File: config.mk
export PLATFORM = sky130hd
export DESIGN_NAME = dsp_p_collector
export DESIGN_NICKNAME = d
export VERILOG_FILES = /design/src/rtl/dsp_pkg.sv /design/src/rtl/dsp_res_fifo.sv /design/src/rtl/dsp_p_collector.sv
export SDC_FILE = /design/constraint.sdc
export NUM_CORES = 1
export LEC_CHECK = 0
export ABC_AREA = 1
export CAP_MARGIN = 20
export CORE_MARGIN = 5
export CORE_UTILIZATION = 40
export CTS_CLUSTER_SIZE = 8
export DETAILED_ROUTE_END_ITERATION = 6
export PLACE_DENSITY_LB_ADDON = 0.08
export SLEW_MARGIN = 5
export SYNTH_ARGS = -nofsm -noshare
export SYNTH_HDL_FRONTEND = slang
export SYNTH_SLANG_ARGS = --single-unit
File: constraint.sdc
create_clock -name PCLK -period 7.3 [get_ports PCLK]
set_clock_uncertainty 0.2 [all_clocks]
set_input_delay 1.095 -clock PCLK [delete_from_list [all_inputs] [get_ports PCLK]]
set_output_delay 1.095 -clock PCLK [all_outputs]
set_load 0.01 [all_outputs]
File: src/rtl/dsp_pkg.sv
// Shared types and helpers for the DSP48A1 result collector.
// The optional clamp helper is only used when DSP_PCOL_SAT_EN is defined.
package dsp_pkg;
  localparam int P_W   = 48;
  localparam int SAT_W = 32;

  typedef struct packed {
    logic [P_W-1:0] data;
    logic           carry;
    logic           sat;
  } dsp_res_t;

  // Clamp a signed 48-bit value into signed 32-bit range, sign-extended back to 48 bits.
  function automatic dsp_res_t sat48to32(input logic [P_W-1:0] p, input logic c);
    dsp_res_t r;
    r.data  = p;
    r.carry = c;
    r.sat   = 1'b0;
    if (p[P_W-1:SAT_W-1] != {(P_W-SAT_W+1){p[P_W-1]}}) begin
      r.sat  = 1'b1;
      r.data = p[P_W-1] ? {{(P_W-SAT_W+1){1'b1}}, {(SAT_W-1){1'b0}}}
                        : {{(P_W-SAT_W+1){1'b0}}, {(SAT_W-1){1'b1}}};
    end
    return r;
  endfunction
endpackage

File: src/rtl/dsp_res_fifo.sv
// First-word-fall-through FIFO of dsp_res_t with occupancy output.
// Head fields read as zero while empty so outputs are clean out of reset.
module dsp_res_fifo
  import dsp_pkg::*;
#(
  parameter int DEPTH = 8
) (
  input  logic                     clk_i,
  input  logic                     rst_i,
  input  logic                     push_i,
  input  dsp_res_t                 wdata_i,
  input  logic                     pop_i,
  output dsp_res_t                 rdata_o,
  output logic                     valid_o,
  output logic [$clog2(DEPTH):0]   level_o
);
  localparam int AW = $clog2(DEPTH);

  logic [AW-1:0] wptr_q, wptr_d, rptr_q, rptr_d;
  logic [AW:0]   level_q, level_d;
  dsp_res_t      mem_q [DEPTH];
  logic          do_pop;

  // Pop at empty is dropped, so a push into an empty FIFO always lands.
  assign do_pop = pop_i & (level_q != '0);

  always_comb begin
    wptr_d  = wptr_q;
    rptr_d  = rptr_q;
    level_d = level_q;
    if (push_i) wptr_d = wptr_q + 1'b1;
    if (do_pop) rptr_d = rptr_q + 1'b1;
    case ({push_i, do_pop})
      2'b10:   level_d = level_q + 1'b1;
      2'b01:   level_d = level_q - 1'b1;
      default: level_d = level_q;
    endcase
  end

  always_ff @(posedge clk_i or posedge rst_i) begin
    if (rst_i) begin
      wptr_q  <= '0;
      rptr_q  <= '0;
      level_q <= '0;
    end else begin
      wptr_q  <= wptr_d;
      rptr_q  <= rptr_d;
      level_q <= level_d;
    end
  end

  always_ff @(posedge clk_i) begin
    if (push_i) mem_q[wptr_q] <= wdata_i;
  end

  assign valid_o = (level_q != '0);
  assign rdata_o = valid_o ? mem_q[rptr_q] : '0;
  assign level_o = level_q;
endmodule

File: src/rtl/dsp_p_collector.sv
// Result collector for the DSP48A1 slice: in-flight tracker, credit gate, FWFT buffer.
// Define DSP_PCOL_SAT_EN to clamp P into signed 32-bit range before buffering.
module dsp_p_collector
  import dsp_pkg::*;
#(
  parameter int LAT   = 4,
  parameter int DEPTH = 8
) (
  input  logic                   PCLK,
  input  logic                   PRST,
  input  logic                   PCE,
  input  logic                   in_valid,
  output logic                   in_ready,
  input  logic [P_W-1:0]         P,
  input  logic                   CARRYOUTOUT,
  output logic                   out_valid,
  input  logic                   out_ready,
  output logic [P_W-1:0]         out_data,
  output logic                   out_carry,
  output logic                   out_sat,
  output logic [$clog2(DEPTH):0] level,
  output logic                   err_drop
);
  localparam int CW = $clog2(DEPTH) + 1;

  logic [LAT-1:0] trk_q, trk_d;
  logic [CW-1:0]  credits_q, credits_d;
  logic           err_q, err_d;
  logic           accept, pop, capture;
  dsp_res_t       wr_res, head;

  assign in_ready = (credits_q != '0);
  assign accept   = in_valid & in_ready & PCE;
  assign pop      = out_valid & out_ready;
  assign capture  = PCE & trk_q[LAT-1];

  if (LAT == 1) begin : g_trk1
    assign trk_d = PCE ? accept : trk_q;
  end else begin : g_trkn
    assign trk_d = PCE ? {trk_q[LAT-2:0], accept} : trk_q;
  end

  // Credits + in-flight + level stays equal to DEPTH, so the FIFO cannot overflow.
  always_comb begin
    credits_d = credits_q;
    case ({accept, pop})
      2'b10:   credits_d = credits_q - 1'b1;
      2'b01:   credits_d = credits_q + 1'b1;
      default: credits_d = credits_q;
    endcase
    err_d = err_q | (in_valid & ~in_ready);
  end

  always_ff @(posedge PCLK or posedge PRST) begin
    if (PRST) begin
      trk_q     <= '0;
      credits_q <= CW'(DEPTH);
      err_q     <= 1'b0;
    end else begin
      trk_q     <= trk_d;
      credits_q <= credits_d;
      err_q     <= err_d;
    end
  end

`ifdef DSP_PCOL_SAT_EN
  assign wr_res = sat48to32(P, CARRYOUTOUT);
`else
  assign wr_res = '{data: P, carry: CARRYOUTOUT, sat: 1'b0};
`endif

  dsp_res_fifo #(.DEPTH(DEPTH)) u_fifo (
    .clk_i   (PCLK),
    .rst_i   (PRST),
    .push_i  (capture),
    .wdata_i (wr_res),
    .pop_i   (out_ready),
    .rdata_o (head),
    .valid_o (out_valid),
    .level_o (level)
  );

  // sat is only ever written as 0 when the clamp is compiled out.
  assign out_data  = head.data;
  assign out_carry = head.carry;
  assign out_sat   = head.sat;
  assign err_drop  = err_q;
endmodule

== After elaboration in Yosys (flattened, before gate mapping) ==
Memories as Yosys holds them, arrays and structs flattened.
Cells that the tools add are included.
Word-level totals
  bits in registers: 19
  bits in writable memories: 392
  bits of input ports: 54
  output and inout port bits: 57
  logic and storage cells: 33
  memories: 1
Memories
  u_fifo.mem_q: depth 8, bits a word 49, read ports 1, clocked after memory_dff 0, write ports 1, line dsp_res_fifo.sv:21  | dsp_res_t mem_q [DEPTH];
Cells by class
  add/subtract/negate cells: 6
  equality and inequality tests: 4
  mux-type cells: 5
  bitwise logic cells: 7
  reductions and logical operators: 4
Operators by type and width (count)
  50-bit two-way mux: 1
  4-bit case mux with 2 select lines: 2
  4-bit by 1-bit adder with 4-bit output (second input constant): 2
  4-bit nonzero test: 2
  4-bit by 1-bit subtractor with 4-bit output (second input constant): 2
  3-bit by 1-bit adder with 3-bit output (second input constant): 2
  1-bit bitwise AND: 5
  2-bit by 1-bit == test with 1-bit output (second input constant): 2
  2-bit == test (second input constant): 2
  2-bit nonzero test: 2
  1-bit two-way mux: 2
  1-bit inverter: 1
  1-bit bitwise OR: 1

== Longest topological paths before layout ==
  depth after elaboration: 5
  mapped depth: 13
  depth with buffers taken out: 13

== Hierarchy ==
Synthesis repeated with hierarchy kept, for this count alone.
Second synthesis, totals
  cells, all modules: 1322
  area total of the unflattened synthesis: 16738.6 sq um
Modules (own cells, without submodules)
  dsp_res_fifo: times used 1, cells each 1261, area an instance 16234.3 sq um, sequential area each 12261.8 sq um
  dsp_p_collector: times used 1, cells each 61, area an instance 504.2 sq um, sequential area each 226.5 sq um

== Worst setup path before layout ==
OpenSTA, ideal clock, no wires.
  path kind: input -> register
  from: input PCE
  to: memory u_fifo.mem_q[0][0] (netlist bit) (enable)
  library setup time: 0.456 ns
  data arrival time: 3.753 ns
  required time: 6.644 ns
  path slack: 2.891 ns
  stages: 4
  path buffers: 1
  cells stage by stage: buf_2 nand2_1 or2_2 nor2_1
Between the ends
  word-level cells in the longest chain between the ends: 3
Ends and longest elaborated chain
  start: declaration: line dsp_p_collector.sv:11  | input logic PCE,
  1-bit bitwise AND: line dsp_p_collector.sv:35  | assign capture = PCE & trk_q[LAT-1];
  1-bit two-way mux: line dsp_res_fifo.sv:53  | if (push_i) mem_q[wptr_q] <= wdata_i;
  1-bit two-way mux (implied by the code): line dsp_res_fifo.sv:53
  end: declaration: line dsp_res_fifo.sv:21
Every way passes these cells.

== Worst setup path after layout ==
  from: register u_fifo.rptr_q[0]
  to: output out_data[43]
Between the ends
  word-level cells in the longest chain between the ends: 2
Ends and longest elaborated chain
  start: declaration: line dsp_res_fifo.sv:19  | logic [AW-1:0] wptr_q, wptr_d, rptr_q, rptr_d;
  start signal: assignment: line dsp_res_fifo.sv:47  | rptr_q <= rptr_d;
  memory 8 x 49 bit
  50-bit two-way mux: line dsp_res_fifo.sv:57  | assign rdata_o = valid_o ? mem_q[rptr_q] : '0;
  end: declaration: line dsp_p_collector.sv:18  | output logic [P_W-1:0] out_data,
Every way passes these cells.

==> results.py <==
metrics = {
    "cts": {
        "clk_pin_slew_ns": 0.05,
        "postCtsSetupRepairBufs": 0,
        "root_buffer": "clkbuf_16",
        "postCtsHoldBufs": 0,
        "htreeDepth": 2,
        "cts_resized": 0,
        "cts.sinks": 411,
        "clk_path_buf_depth": 3,
        "cts_made_buffers": 57,
        "insertion_delay_ns": 0.59,
        "cts_tree": "yes",
    },
    "global_route": {
        "gr-total-overflow": 0,
        "gr-usage-all-layers_pct": 17.3,
        "antenna_found_initial": 3,
        "grt_pass1_vias": 9934,
        "grt_max_degree": 123,
        "grt_pass1_wl_um": 59600,
    },
    "timing": {
        "fin_setup_tns_ns": 0,
        "max_freq_mhz": 179,
        "relSlewSlack_pct": 30.7,
        "timing.final.ws_setup_ns": 1.71,
        "worstMarginPinSlew_ns": 1.04,
        "hold_violations": 0,
        "final.period_utilization_pct": 76.6,
        "setup_viol": 0,
        "rsz0062_at_grt": "false",
        "slew_violations": 0,
        "post-route-min-period_ns": 5.59,
    },
    "finish": {
        "layout-drive-gt1-share_pct": 6.70,
        "fin_cells": 1935,
        "n_antenna_cell": 0,
        "layout_common_cells": "392 x edfxtp_1, 351 x nor2_1, 175 x o21ai_0, 109 x clkdlybuf4s50_1, 81 x nand2_1",
        "area_growth_pct": 18.5,
        "final_common_cell": "edfxtp_1",
        "final_nets": 1454,
    },
    "critical_path": {
        "reg2reg_slack_ns": 3.99,
        "regToRegStartpoint": "u_fifo.level_o[0]$_DFFE_PP0P_",
        "critPathCaptureType": "output port",
        "path_buf_inv": 3,
        "critPathArrivalTime_ns": 4.30,
        "rr_worst_depth": 13,
        "crit_required_ns": 6.00,
        "path_cells": "buf_4 > buf_4 > o21ai_0 > o22ai_1 > nor2_1 > nor2_1 > clkdlybuf4s50_1",
        "max_stage_delay_ns": 0.99,
        "crit_fanout": 72,
        "worst-setup-path-type": "reg2out",
        "startpoint": "u_fifo.rptr_q[0]$_DFFE_PP0P_",
        "r2r_end": "credits_q[3]$_DFFE_PP1P_",
        "cpMaxStageDelayCell": "dfrtp_4",
        "crit_family": "buffers and inverters",
        "worst_setup_path_start_kind": "register",
    },
    "power": {
        "power_leakage_nw": 6.57,
        "irDropWorstVdd_v": 0.000236,
        "power_density_nw_per_um2": 420,
        "power.total_mw": 8.16,
    },
    "flow_run": {
        "maxCapViolations": 0,
    },
    "drt": {
        "drt_iter0_markers": 552,
        "ant_nets": 0,
        "via_per_inst": 5.18,
        "drc": 0,
        "routed_wl_um": 38800,
        "dr.pass1.iters": 4,
        "vias": 10000,
        "wire_per_inst_um": 20.1,
    },
    "floorplan": {
        "dieWidth_um": 213,
        "die_y_um": 213,
        "die-area_um2": 45200,
        "num_io_pins": 111,
        "core_area_um2": 40700,
        "start_util_pct": 40.3,
        "rows": 74,
    },
    "yosys": {
        "synth-seq-area-share_pct": 74.6,
        "synth.distinct_cells": 25,
        "syn_nets": 1351,
        "ys_warn_count": 0,
        "ys_ff_latch": 411,
        "synthCells": 1288,
        "syn_area_per_cell_um2": 12.7,
        "syn_area_um2": 16400,
    },
    "hold_path": {
        "hold-path-cell-count": 2,
        "hold_class": "reg2reg",
        "min_to": "trk_q[2]$_DFFE_PP0P_",
        "hold_start": "trk_q[1]$_DFFE_PP0P_",
    },
    "place": {
        "gp_congestion": 0.709,
        "portBuffers": 109,
        "hpwl_um": 19600,
        "place_ws_ns": 2.28,
        "placed_cells": 1864,
    },
    "run_status": {
        "outcome": "complete, no violations",
    },
}
==> worst max-delay path by stage <==
stage,to,slack [ns],depth (start not counted)
after floorplan,u_fifo.mem_q[0][0]$_DFFE_PP_,2.89,4
after global placement,out_data[27],2.31,9
after detailed placement,out_data[37],2.28,9
after CTS,out_data[37],1.62,9
after global routing,out_data[39],1.39,9
final,out_data[43],1.71,7
==> cells in the mapped netlist <==
master / n / area [µm²]
o211ai_1: 49 / 368
nor2_1: 359 / 1350
ha_1: 8 / 100
fa_1: 1 / 20.0
o22ai_1: 49 / 307
buf_1: 2 / 7.51
buf_4: 5 / 37.5
nand2_1: 81 / 304
nand3_1: 6 / 30.0
or2_2: 1 / 6.26
o21ai_1: 30 / 150
dfrtp_1: 18 / 450
buf_2: 26 / 130
o21bai_1: 1 / 7.51
clkbuf_1: 36 / 135
inv_4: 1 / 6.26
inv_1: 20 / 75.1
buf_6: 13 / 146
o21ai_0: 175 / 876
dfstp_2: 1 / 26.3
conb_1: 1 / 3.75
a21oi_1: 3 / 15.0
xor2_1: 3 / 26.3
xnor2_1: 7 / 61.3
edfxtp_1: 392 / 11800
==> layer usage <==
| metal | GRT usage (%) | part of all wire [%] | vias up |
|---|---|---|---|
| met4 | 3.71 | 1.5 | 6 |
| met5 | 0 | 0.12 | - |
| met3 | 4.00 | 4.8 | 60 |
| met1 | 23.7 | 46 | 4965 |
| met2 | 28.4 | 48 | 179 |
| li1 | - | - | 4822 |
==> report_power, final <==
| part | leakage [nW] | total (mW) | internal [mW] | switching (mW) |
|---|---|---|---|---|
| sequential | 3.76 | 3.06 | 2.83 | 0.235 |
| clock | 0.733 | 2.29 | 1.38 | 0.909 |
| combinational | 2.07 | 2.81 | 1.13 | 1.68 |
==> layout make-up <==
class | instances | area, µm²
clock buffers | 67 | 1460
repair buffers | 126 | 1230
clock inverters | 4 | 48.8
fillers | 3690 | 21300
multi-input cells | 774 | 3690
well taps | 532 | 666
flip-flops and latches | 411 | 12300
inverters | 21 | 83.8
==> logic make-up (layout without fill, tap and decap cells) <==
family	count (synthesis)	in the layout	synth area share [%]
compound gates	307	307	10.5
xor+xnor	10	10	0.534
fa+ha+maj	9	9	0.732
buf+inv	103	218	3.28
flops	411	411	74.6
other cells	1	1	0.0229
simple gates	447	447	10.3
==> state kept, by name, summed over array words and instances (netlist names) <==
| register | flops |
|---|---|
| credits_q | 4 |
| err_drop | 1 |
| trk_q | 4 |
| u_fifo.level_o | 4 |
| u_fifo.mem_q | 392 |
| u_fifo.rptr_q | 3 |
| u_fifo.wptr_q | 3 |
==> worst reg2reg max path, delay by kind of cell (launching register included) <==
kind                       cells  cell delay, ns
DFF                            1            0.44
buffers and inverters          2            0.32
and+or+nand+nor                8            1.62
adders and majority gates      2            0.53
xor gates and xnor gates       1            0.13
==> through the flow <==
step / hold slack (ns) / area, µm² / util, %
2_1_floorplan: 0.254 / 16400 / -
4_1_cts: 0.275 / 19400 / 47.7
6_report: 0.272 / 19400 / 47.7
3_3_place_gp: 0.264 / 17900 / 44.0
5_1_grt: 0.308 / 19400 / 47.7
3_5_place_dp: 0.271 / 17900 / 44.0
Power figures use the tool's default switching activity.
